$ cat src/rtl/sap_isa_pkg.sv
// SAP-16 instruction set constants, T-state encodings and the control strobe bundle
// shared by the sequencer and its decoder.
package sap_isa_pkg;

  localparam int unsigned OPC_W   = 4;
  localparam int unsigned ADDR_W  = 8;
  localparam int unsigned STATE_W = 3;

  localparam logic [OPC_W-1:0] OP_NOP = 4'h0;
  localparam logic [OPC_W-1:0] OP_LDA = 4'h1;
  localparam logic [OPC_W-1:0] OP_ADD = 4'h2;
  localparam logic [OPC_W-1:0] OP_SUB = 4'h3;
  localparam logic [OPC_W-1:0] OP_STA = 4'h4;
  localparam logic [OPC_W-1:0] OP_LDI = 4'h5;
  localparam logic [OPC_W-1:0] OP_JMP = 4'h6;
  localparam logic [OPC_W-1:0] OP_JC  = 4'h7;
  localparam logic [OPC_W-1:0] OP_JZ  = 4'h8;
  localparam logic [OPC_W-1:0] OP_OUT = 4'hE;
  localparam logic [OPC_W-1:0] OP_HLT = 4'hF;

  typedef enum logic [STATE_W-1:0] {
    T0   = 3'd0,
    T1   = 3'd1,
    T2   = 3'd2,
    T3   = 3'd3,
    T4   = 3'd4,
    HALT = 3'd5
  } tstate_e;

  // Field order matches the strobe port order on ctrl_seq.
  typedef struct packed {
    logic pc_oe;
    logic ram_oe;
    logic ir_oe;
    logic a_oe;
    logic alu_oe;
    logic pc_inc;
    logic pc_write;
    logic mar_load;
    logic ir_load;
    logic a_load;
    logic b_load;
    logic flags_load;
    logic out_load;
    logic ram_we;
    logic alu_sub;
  } strobes_t;

endpackage

$ cat src/rtl/ctrl_decode.sv
// Pure combinational strobe decode: T-state, opcode and flags to the strobe bundle,
// plus end-of-instruction and halt indications for the sequencer.
module ctrl_decode
  import sap_isa_pkg::*;
(
  input  tstate_e          state_i,
  input  logic [OPC_W-1:0] opcode_i,
  input  logic             flag_c_i,
  input  logic             flag_z_i,
  output strobes_t         strobes_o,
  output logic             end_o,
  output logic             hlt_o
);

  always_comb begin
    strobes_o = '0;
    end_o     = 1'b0;
    hlt_o     = 1'b0;
    case (state_i)
      T0: begin
        strobes_o.pc_oe    = 1'b1;
        strobes_o.mar_load = 1'b1;
      end
      T1: begin
        strobes_o.ram_oe  = 1'b1;
        strobes_o.ir_load = 1'b1;
        strobes_o.pc_inc  = 1'b1;
      end
      T2: begin
        case (opcode_i)
          OP_NOP: end_o = 1'b1;
          OP_LDA, OP_ADD, OP_SUB, OP_STA: begin
            strobes_o.ir_oe    = 1'b1;
            strobes_o.mar_load = 1'b1;
          end
          OP_LDI: begin
            strobes_o.ir_oe  = 1'b1;
            strobes_o.a_load = 1'b1;
            end_o            = 1'b1;
          end
          OP_JMP: begin
            strobes_o.ir_oe    = 1'b1;
            strobes_o.pc_write = 1'b1;
            end_o              = 1'b1;
          end
          OP_JC: begin
            strobes_o.ir_oe    = flag_c_i;
            strobes_o.pc_write = flag_c_i;
            end_o              = 1'b1;
          end
          OP_JZ: begin
            strobes_o.ir_oe    = flag_z_i;
            strobes_o.pc_write = flag_z_i;
            end_o              = 1'b1;
          end
          OP_OUT: begin
            strobes_o.a_oe     = 1'b1;
            strobes_o.out_load = 1'b1;
            end_o              = 1'b1;
          end
          OP_HLT: hlt_o = 1'b1;
          default: end_o = 1'b1;
        endcase
      end
      T3: begin
        case (opcode_i)
          OP_LDA: begin
            strobes_o.ram_oe = 1'b1;
            strobes_o.a_load = 1'b1;
            end_o            = 1'b1;
          end
          OP_ADD, OP_SUB: begin
            strobes_o.ram_oe = 1'b1;
            strobes_o.b_load = 1'b1;
          end
          OP_STA: begin
            strobes_o.a_oe   = 1'b1;
            strobes_o.ram_we = 1'b1;
            end_o            = 1'b1;
          end
          default: end_o = 1'b1;
        endcase
      end
      T4: begin
        end_o = 1'b1;
        if (opcode_i == OP_ADD || opcode_i == OP_SUB) begin
          strobes_o.alu_oe     = 1'b1;
          strobes_o.a_load     = 1'b1;
          strobes_o.flags_load = 1'b1;
          strobes_o.alu_sub    = (opcode_i == OP_SUB);
        end
      end
      default: ;
    endcase
  end

endmodule

$ cat src/rtl/ctrl_seq.sv
// SAP-16 fetch/execute control sequencer: T-state register, next-state logic and
// reset-gated strobe outputs decoded by ctrl_decode.
module ctrl_seq
  import sap_isa_pkg::*;
(
  input  logic               clk,
  input  logic               rst,
  input  logic [OPC_W-1:0]   ir_opcode,
  input  logic               flag_c,
  input  logic               flag_z,
  output logic               pc_oe,
  output logic               ram_oe,
  output logic               ir_oe,
  output logic               a_oe,
  output logic               alu_oe,
  output logic               pc_inc,
  output logic               pc_write,
  output logic               mar_load,
  output logic               ir_load,
  output logic               a_load,
  output logic               b_load,
  output logic               flags_load,
  output logic               out_load,
  output logic               ram_we,
  output logic               alu_sub,
  output logic               halted,
  output logic [STATE_W-1:0] tstate
);

  tstate_e  state_q, state_d;
  strobes_t dec_strobes;
  logic     dec_end, dec_hlt;

  ctrl_decode u_decode (
    .state_i   (state_q),
    .opcode_i  (ir_opcode),
    .flag_c_i  (flag_c),
    .flag_z_i  (flag_z),
    .strobes_o (dec_strobes),
    .end_o     (dec_end),
    .hlt_o     (dec_hlt)
  );

  always_ff @(posedge clk) begin
    if (rst) state_q <= T0;
    else     state_q <= state_d;
  end

  // Strobes are forced low during reset so a mid-instruction reset never leaks a partial step.
  always_comb begin
    state_d = state_q;
    {pc_oe, ram_oe, ir_oe, a_oe, alu_oe, pc_inc, pc_write, mar_load, ir_load,
     a_load, b_load, flags_load, out_load, ram_we, alu_sub} = '0;
    halted  = 1'b0;
    tstate  = STATE_W'(T0);
    case (state_q)
      T0:      state_d = T1;
      T1:      state_d = T2;
      T2:      state_d = dec_hlt ? HALT : (dec_end ? T0 : T3);
      T3:      state_d = dec_end ? T0 : T4;
      T4:      state_d = T0;
      HALT:    state_d = HALT;
      default: state_d = T0;
    endcase
    if (!rst) begin
      {pc_oe, ram_oe, ir_oe, a_oe, alu_oe, pc_inc, pc_write, mar_load, ir_load,
       a_load, b_load, flags_load, out_load, ram_we, alu_sub} = dec_strobes;
      halted = (state_q == HALT);
      tstate = STATE_W'(state_q);
    end
  end

  a_bus_onehot: assert property (@(posedge clk) $onehot0({pc_oe, ram_oe, ir_oe, a_oe, alu_oe}));
  a_pc_excl:    assert property (@(posedge clk) !(pc_inc && pc_write));
  a_ram_excl:   assert property (@(posedge clk) !(ram_oe && ram_we));

endmodule
$ cat config.mk
export PLATFORM = sky130hd
export DESIGN_NAME = ctrl_seq
export DESIGN_NICKNAME = d
export VERILOG_FILES = /design/src/rtl/sap_isa_pkg.sv /design/src/rtl/ctrl_decode.sv /design/src/rtl/ctrl_seq.sv
export SDC_FILE = /design/constraint.sdc
export NUM_CORES = 1
export LEC_CHECK = 0
export ABC_AREA = 1
export CORE_AREA = 2 2 39 41
export DETAILED_ROUTE_END_ITERATION = 12
export DIE_AREA = 0 0 41 43
export DONT_BUFFER_PORTS = 1
export HOLD_SLACK_MARGIN = 0.15
export SETUP_SLACK_MARGIN = 0.15
export SYNTH_ARGS = -nofsm -noshare
export SYNTH_HDL_FRONTEND = slang
export SYNTH_SLANG_ARGS = --single-unit
$ cat constraint.sdc
create_clock -name clk -period 1.5 [get_ports clk]
set_input_delay 0.3 -clock clk [delete_from_list [all_inputs] [get_ports clk]]
set_output_delay 0.3 -clock clk [all_outputs]
set_load 0.01 [all_outputs]
==> results of run 1 <==
[per-layer routing]
metal  global-route usage, %  vias up  part of all wire, %
met5                       0        -                    0
met4                   2.000        0                    0
met3                   3.141        0                  5.4
met2                   27.81       19                   53
met1                   22.29      281                   42
li1                        -      316                    -
[repair_timing]
item	CTS	global route
cloned	0	0
buffers inserted	7	7
hold endpoints to repair	2	0
setup endpoints to repair	16	18
pin swaps	17	19
hold buffers	1	0
resized for setup	42	20
[worst max path at each step]
stage	to	slack [ns]	cells after the start
6_report	a_oe	-0.04	3
5_1_grt	a_oe	-0.10	3
4_1_cts	a_oe	-0.09	4
3_5_place_dp	a_oe	0.07	4
3_3_place_gp	a_oe	0.13	4
2_1_floorplan	flags_load	0.16	5
[critical path: cells and delay by family (launching register included)]
kind / cells / cell delay, ns
simple gates: 2 / 0.43
flops: 1 / 0.36
compound gates: 1 / 0.22
[power by group through the flow]
| stage | registers (W) | clock network, W | logic (W) |
|---|---|---|---|
| 2_1_floorplan | 0.0000936 | 0 | 0.0000886 |
| 3_3_place_gp | 0.0000950 | 0 | 0.000103 |
| 3_5_place_dp | 0.0000950 | 0 | 0.000105 |
| 4_1_cts | 0.0000962 | 0.000147 | 0.000168 |
| 5_1_grt | 0.0000958 | 0.000154 | 0.000250 |
| 6_report | 0.0000951 | 0.000139 | 0.000229 |
[kinds of logic (layout without fill, tap and decap cells)]
group	count (synthesis)	count (layout)
DFF	3	3
AOI/OAI and AO/OA	9	9
buffers and inverters	19	40
and+or+nand+nor	54	54
[final cells by class]
class	count	area [um2]
Clock buffer	4	26.28
Fill cell	116	519.2
Inverter	16	67.56
Multi-Input combinational cell	63	503.0
Sequential cell	3	68.82
Tap cell	16	20.02
Timing Repair Buffer	20	178.9
[layout by cell type (no fill, tap or decap), types with 4 or more instances in the layout]
cell	synthesis	final
buf_4	2	12
buf_6	0	7
inv_1	10	7
inv_2	5	5
nand2_1	18	10
nand2_2	2	6
nand2_4	0	4
nand3_1	10	7
nor2_2	4	4
nor2_4	1	12
[per-stage QoR]
step	hold slack (ns)	total power (W)	std cells	setup TNS, ns
3_3_place_gp	0.3652	0.0001984	103	0
5_1_grt	0.2484	0.0005003	122	-0.4476
4_1_cts	0.2106	0.0004110	115	-0.2886
6_report	0.2329	0.0004635	122	-0.05454
3_5_place_dp	0.3668	0.0002005	103	0
2_1_floorplan	0.5910	0.0001822	85	0
==> impl_metrics.toml, run 1 <==
[sta]
setup_viol = 2
slew_headroom_pct = 85.18
finalMaxSlewViolations = 0
rsz0062_at_grt = "true"
period_minus_slack_ns = 1.535
post-route-period-util_pct = 102.3
setup_slack_ns = -0.03522
hold_viol = 0
tightest_slew_ns = 0.2200
fmax_ghz = 0.6514
skew_ns = 0.0003883

[logic_synthesis]
syn-num-nets = 93
synth-compound-area-share_pct = 12.36
ys_warn_count = 0
netlist.area_leader.share_pct = 14.84
yosysTopAreaCell = "nand2_1"
synthArstFlopShare_pct = 0
synth_area_per_cell_um2 = 5.358
synth-adder-area-share_pct = 0
ys_top_cells_by_count = "nand2_1, nor2_1, inv_1, nand3_1, inv_2"
synth-edff-count = 0
syn_area_um2 = 455.4
synth_most_common_cell = "nand2_1"
ys_ff_latch = 3
synth-simple-area-share_pct = 57.14
synth_xor_area_share_pct = 0
synth_top_family_by_area = "simple AND/OR/NAND/NOR gates"
seq_area_frac_synth_pct = 13.19
syn_inst = 85
synth.area.mux_share_pct = 0
synth_area_leaders = "nand2_1, dfxtp_1, nand3_1, nor2_1, inv_1"
post_synth_num_cell_types = 21
synth-main-ff-cell = "dfxtp_1"

[min_path]
worstHoldPathType = "input port to flop"
holdPathStages = 3
min_from = "rst"
hold-path-endpoint = "state_q[2]"

[setup_path]
ff2ff_setup_slack_ns = 0.30
r2r-end = "state_q[0]"
cp-startpoint = "state_q[0]"
slowest_stage = "dfxtp_4"
startpoint_type = "flop"
rr_worst_depth = 10
crit_chain = "nor3_4 -> nand4_1 -> a21oi_2"
crit_type = "flop to primary output"
worstPathMaxFanout = 4
cp_data_required_time_ns = 1.20
reg2reg_from = "state_q[1]"
max_stage_delay_ns = 0.36
worst_setup_path_end_kind = "primary output"
cp.arrival_ns = 1.24

[run_status]
status = "finished with violations"
violations = "setup timing"

[clock_tree]
cts_buffer_depth = 2
clock-sinks = 3
insertion_delay_ns = 0.23
root_buffer = "clkbuf_4"
cts_made_buffers = 3
path_clk_slew_ns = 0.04
htreeDepth = 1
cts_tree = "yes"

[floorplanning]
initial_utilization_pct = 32.91
top_level_ports = 27
die_h_um = 43
die_w_um = 41
core-area_um2 = 1384
rows = 14
dieArea_um2 = 1763

[global_route]
grt_max_degree = 13
track_usage_pct = 16.82
grt_overflow = 0
antenna_found_initial = 0
grt_pass1_vias = 529
grt_pass1_wl_mm = 2.125

[place]
place_ws_ns = 0.07395
place_hpwl_um = 978
gp_congestion = 0.7535
port_buffers = 0
place_area_um2 = 496.7

[detailed_routing]
drt-total-wl_mm = 1.361
via_count = 616
routedWlPerCell_um = 11.16
drtAntennaViolNets = 0
vias_per_cell = 5.049
detail_route.first_pass.iterations = 4
drtIter0Drc = 13
drcViolationCount = 0

[finish]
syn2layout_area_growth_pct = 89.84
layout-drive-gt1-share_pct = 65.09
largest_register_ff_count = 3
fin_area_um2 = 864.6
nets = 115
regMostFlops = "state_q"
antenna_cells = 0
final_util_pct = 62.48
largestRegisters = "state_q: 3 flops"

[power_and_ir_drop]
power_density_nw_per_um2 = 536.0
combPwrFrac_pct = 49.4
seqPwrFrac_pct = 20.5
p_leak_nw = 0.3910
switching_share_pct = 37.01
power.switching_w = 0.0001715
ir_worst_vdd_mv = 0.2659
clockPowerShare_pct = 30.1
internal_power_w = 0.0002919

[flow_run]
max-cap-violations = 0
Power figures use the tool's default switching activity.
==> inputs of run 2 (changes only) <==
clock period = 1.25 ns   (was 1.5 ns; I/O delays follow)
==> run 2 against run 1 <==
  * The run still ends with setup timing left
  * Die area did not move
  * Cell area decreased by 1.0%
  * Final cell count decreased by 1.6%
  * Core utilization fell by 0.63 points
  * Non-clock buffer count down 2
  * Wire length increased by 17%
  * Critical endpoint unchanged
  * Largest cell class unchanged
==> impl_metrics.toml, run 2 (synthesis results as in run 1) <==
[floorplanning]
rows = 14
core-area_um2 = 1384
top_level_ports = 27
die_h_um = 43
dieArea_um2 = 1763
initial_utilization_pct = 32.91
die_w_um = 41

[global_route]
grt_pass1_vias = 539
antenna_found_initial = 0
grt_overflow = 0
grt_pass1_wl_mm = 2.304
track_usage_pct = 19.26
grt_max_degree = 13

[clock_tree]
cts_buffer_depth = 2
path_clk_slew_ns = 0.04
cts_made_buffers = 3
clock-sinks = 3
root_buffer = "clkbuf_4"
htreeDepth = 1
insertion_delay_ns = 0.23
cts_tree = "yes"

[setup_path]
r2r-end = "state_q[1]"
worstPathMaxFanout = 4
startpoint_type = "flop"
ff2ff_setup_slack_ns = 0.09
cp_data_required_time_ns = 1.00
reg2reg_from = "state_q[1]"
rr_worst_depth = 6
cp.arrival_ns = 1.25
crit_type = "flop to primary output"
worst_setup_path_end_kind = "primary output"

[place]
place_area_um2 = 539.3
gp_congestion = 0.8077
port_buffers = 0
place_hpwl_mm = 1.003

[sta]
rsz0062_at_grt = "true"
tightest_slew_ns = 0.2221
period_minus_slack_ns = 1.496
setup_slack_ns = -0.2463
setup_viol = 16
slew_headroom_pct = 85.03
post-route-period-util_pct = 119.7
fmax_ghz = 0.6683
hold_viol = 0
fin_tns_setup_ns = -2.165
finalMaxSlewViolations = 0
skew_ns = 0.003033

[power_and_ir_drop]
ir_worst_vdd_mv = 0.3191
clockPowerShare_pct = 30.9
power.switching_w = 0.0002096
combPwrFrac_pct = 47.1
seqPwrFrac_pct = 21.9
power_density_nw_per_um2 = 628.3
switching_share_pct = 38.97
internal_power_w = 0.0003281
p_leak_nw = 0.3859

[min_path]
hold-path-endpoint = "state_q[2]"
worstHoldPathType = "input port to flop"
min_from = "rst"
holdPathStages = 3

[finish]
fillers = 131
syn2layout_area_growth_pct = 87.91
fin_area_um2 = 855.8
largest_register_ff_count = 3
antenna_cells = 0
layout-drive-gt1-share_pct = 63.46
nets = 113
final_util_pct = 61.84
regMostFlops = "state_q"
largestRegisters = "state_q: 3 flops"
layout_common_cells = "nor2_4, buf_4, nand2_1"

[detailed_routing]
routedWlPerCell_um = 13.28
detail_route.first_pass.iterations = 4
via_count = 604
drcViolationCount = 0
drtIter0Drc = 7
vias_per_cell = 5.033
drtAntennaViolNets = 0
drt-total-wl_mm = 1.593

[run_status]
status = "finished with violations"
violations = "setup timing"

[flow_run]
max-cap-violations = 0
[run 2: cell types whose count changed in the layout (fill, tap and decap cells not counted)]
cell     delta
inv_8       +1
nor2_2      -1
inv_6       +1
nor2_4      +1
nand2_4     +1
inv_4       -2
nand3_1     -1
buf_6       -3
buf_4       +1
nand3_2     +1
nand2_1     +2
nand2_2     -3
[run 2: critical path, cell delays in order (launching register included)]
cell and delay, ns:
dfxtp_2 0.34, inv_4 0.05, nor3_4 0.23, nand4_1 0.18, a21oi_2 0.22
[run 2: worst max-delay path by stage]
stage / end / from / slack, ns / depth (start not counted)
after floorplan: flags_load / state_q[2] / 0.07 / 5
after global placement: a_oe / state_q[1] / 0.03 / 4
after detailed placement: a_oe / state_q[1] / -0.01 / 4
after CTS: a_oe / state_q[1] / -0.26 / 4
after global routing: a_oe / state_q[1] / -0.32 / 4
final: a_oe / state_q[1] / -0.25 / 4
[run 2: what timing repair did]
action | 4_1_cts | 5_1_grt
gates resized for setup | 29 | 18
cloned | 0 | 0
pin swaps | 14 | 11
setup buffers | 6 | 6
hold endpoints to repair | 2 | 0
hold buffers | 1 | 0
setup endpoints to repair | 19 | 22
[run 2: area by class of cell]
type                            count  area [um2]  share of cell area [%]
Tap cell                           16       20.02                   2.339
Inverter                           16       75.07                   8.772
Sequential cell                     3       68.82                   8.041
Multi-Input combinational cell     63       513.0                   59.94
Timing Repair Buffer               18       152.6                   17.84
Clock buffer                        4       26.28                   3.070
[run 2: routing by layer]
metal | GRT usage, % | vias up | wire length (um)
met5 | 0 | - | 0
met4 | 8.667 | 0 | 18
met3 | 4.188 | 2 | 63
met2 | 32.81 | 17 | 922
met1 | 21.15 | 278 | 589
li1 | - | 307 | -
[run 2: power groups by stage]
stage | Sequential, W | Clock, W | Combinational (W)
after detailed placement | 0.000114 | 0 | 0.000135
final | 0.000118 | 0.000166 | 0.000254
after global placement | 0.000113 | 0 | 0.000135
after floorplan | 0.000113 | 0 | 0.000118
after CTS | 0.000111 | 0.000172 | 0.000207
after global routing | 0.000119 | 0.000184 | 0.000273
[run 2: per-stage QoR]
stage          setup WS [ns]  std cells  power [W]  hold WS (ns)
6_report             -0.2463        120  0.0005377        0.1761
5_1_grt              -0.3205        120  0.0005763        0.1885
4_1_cts              -0.2579        114  0.0004898        0.1677
3_5_place_dp        -0.01499        103  0.0002494        0.3084
3_3_place_gp         0.02997        103  0.0002483        0.3084
2_1_floorplan        0.06715         85  0.0002311        0.5253
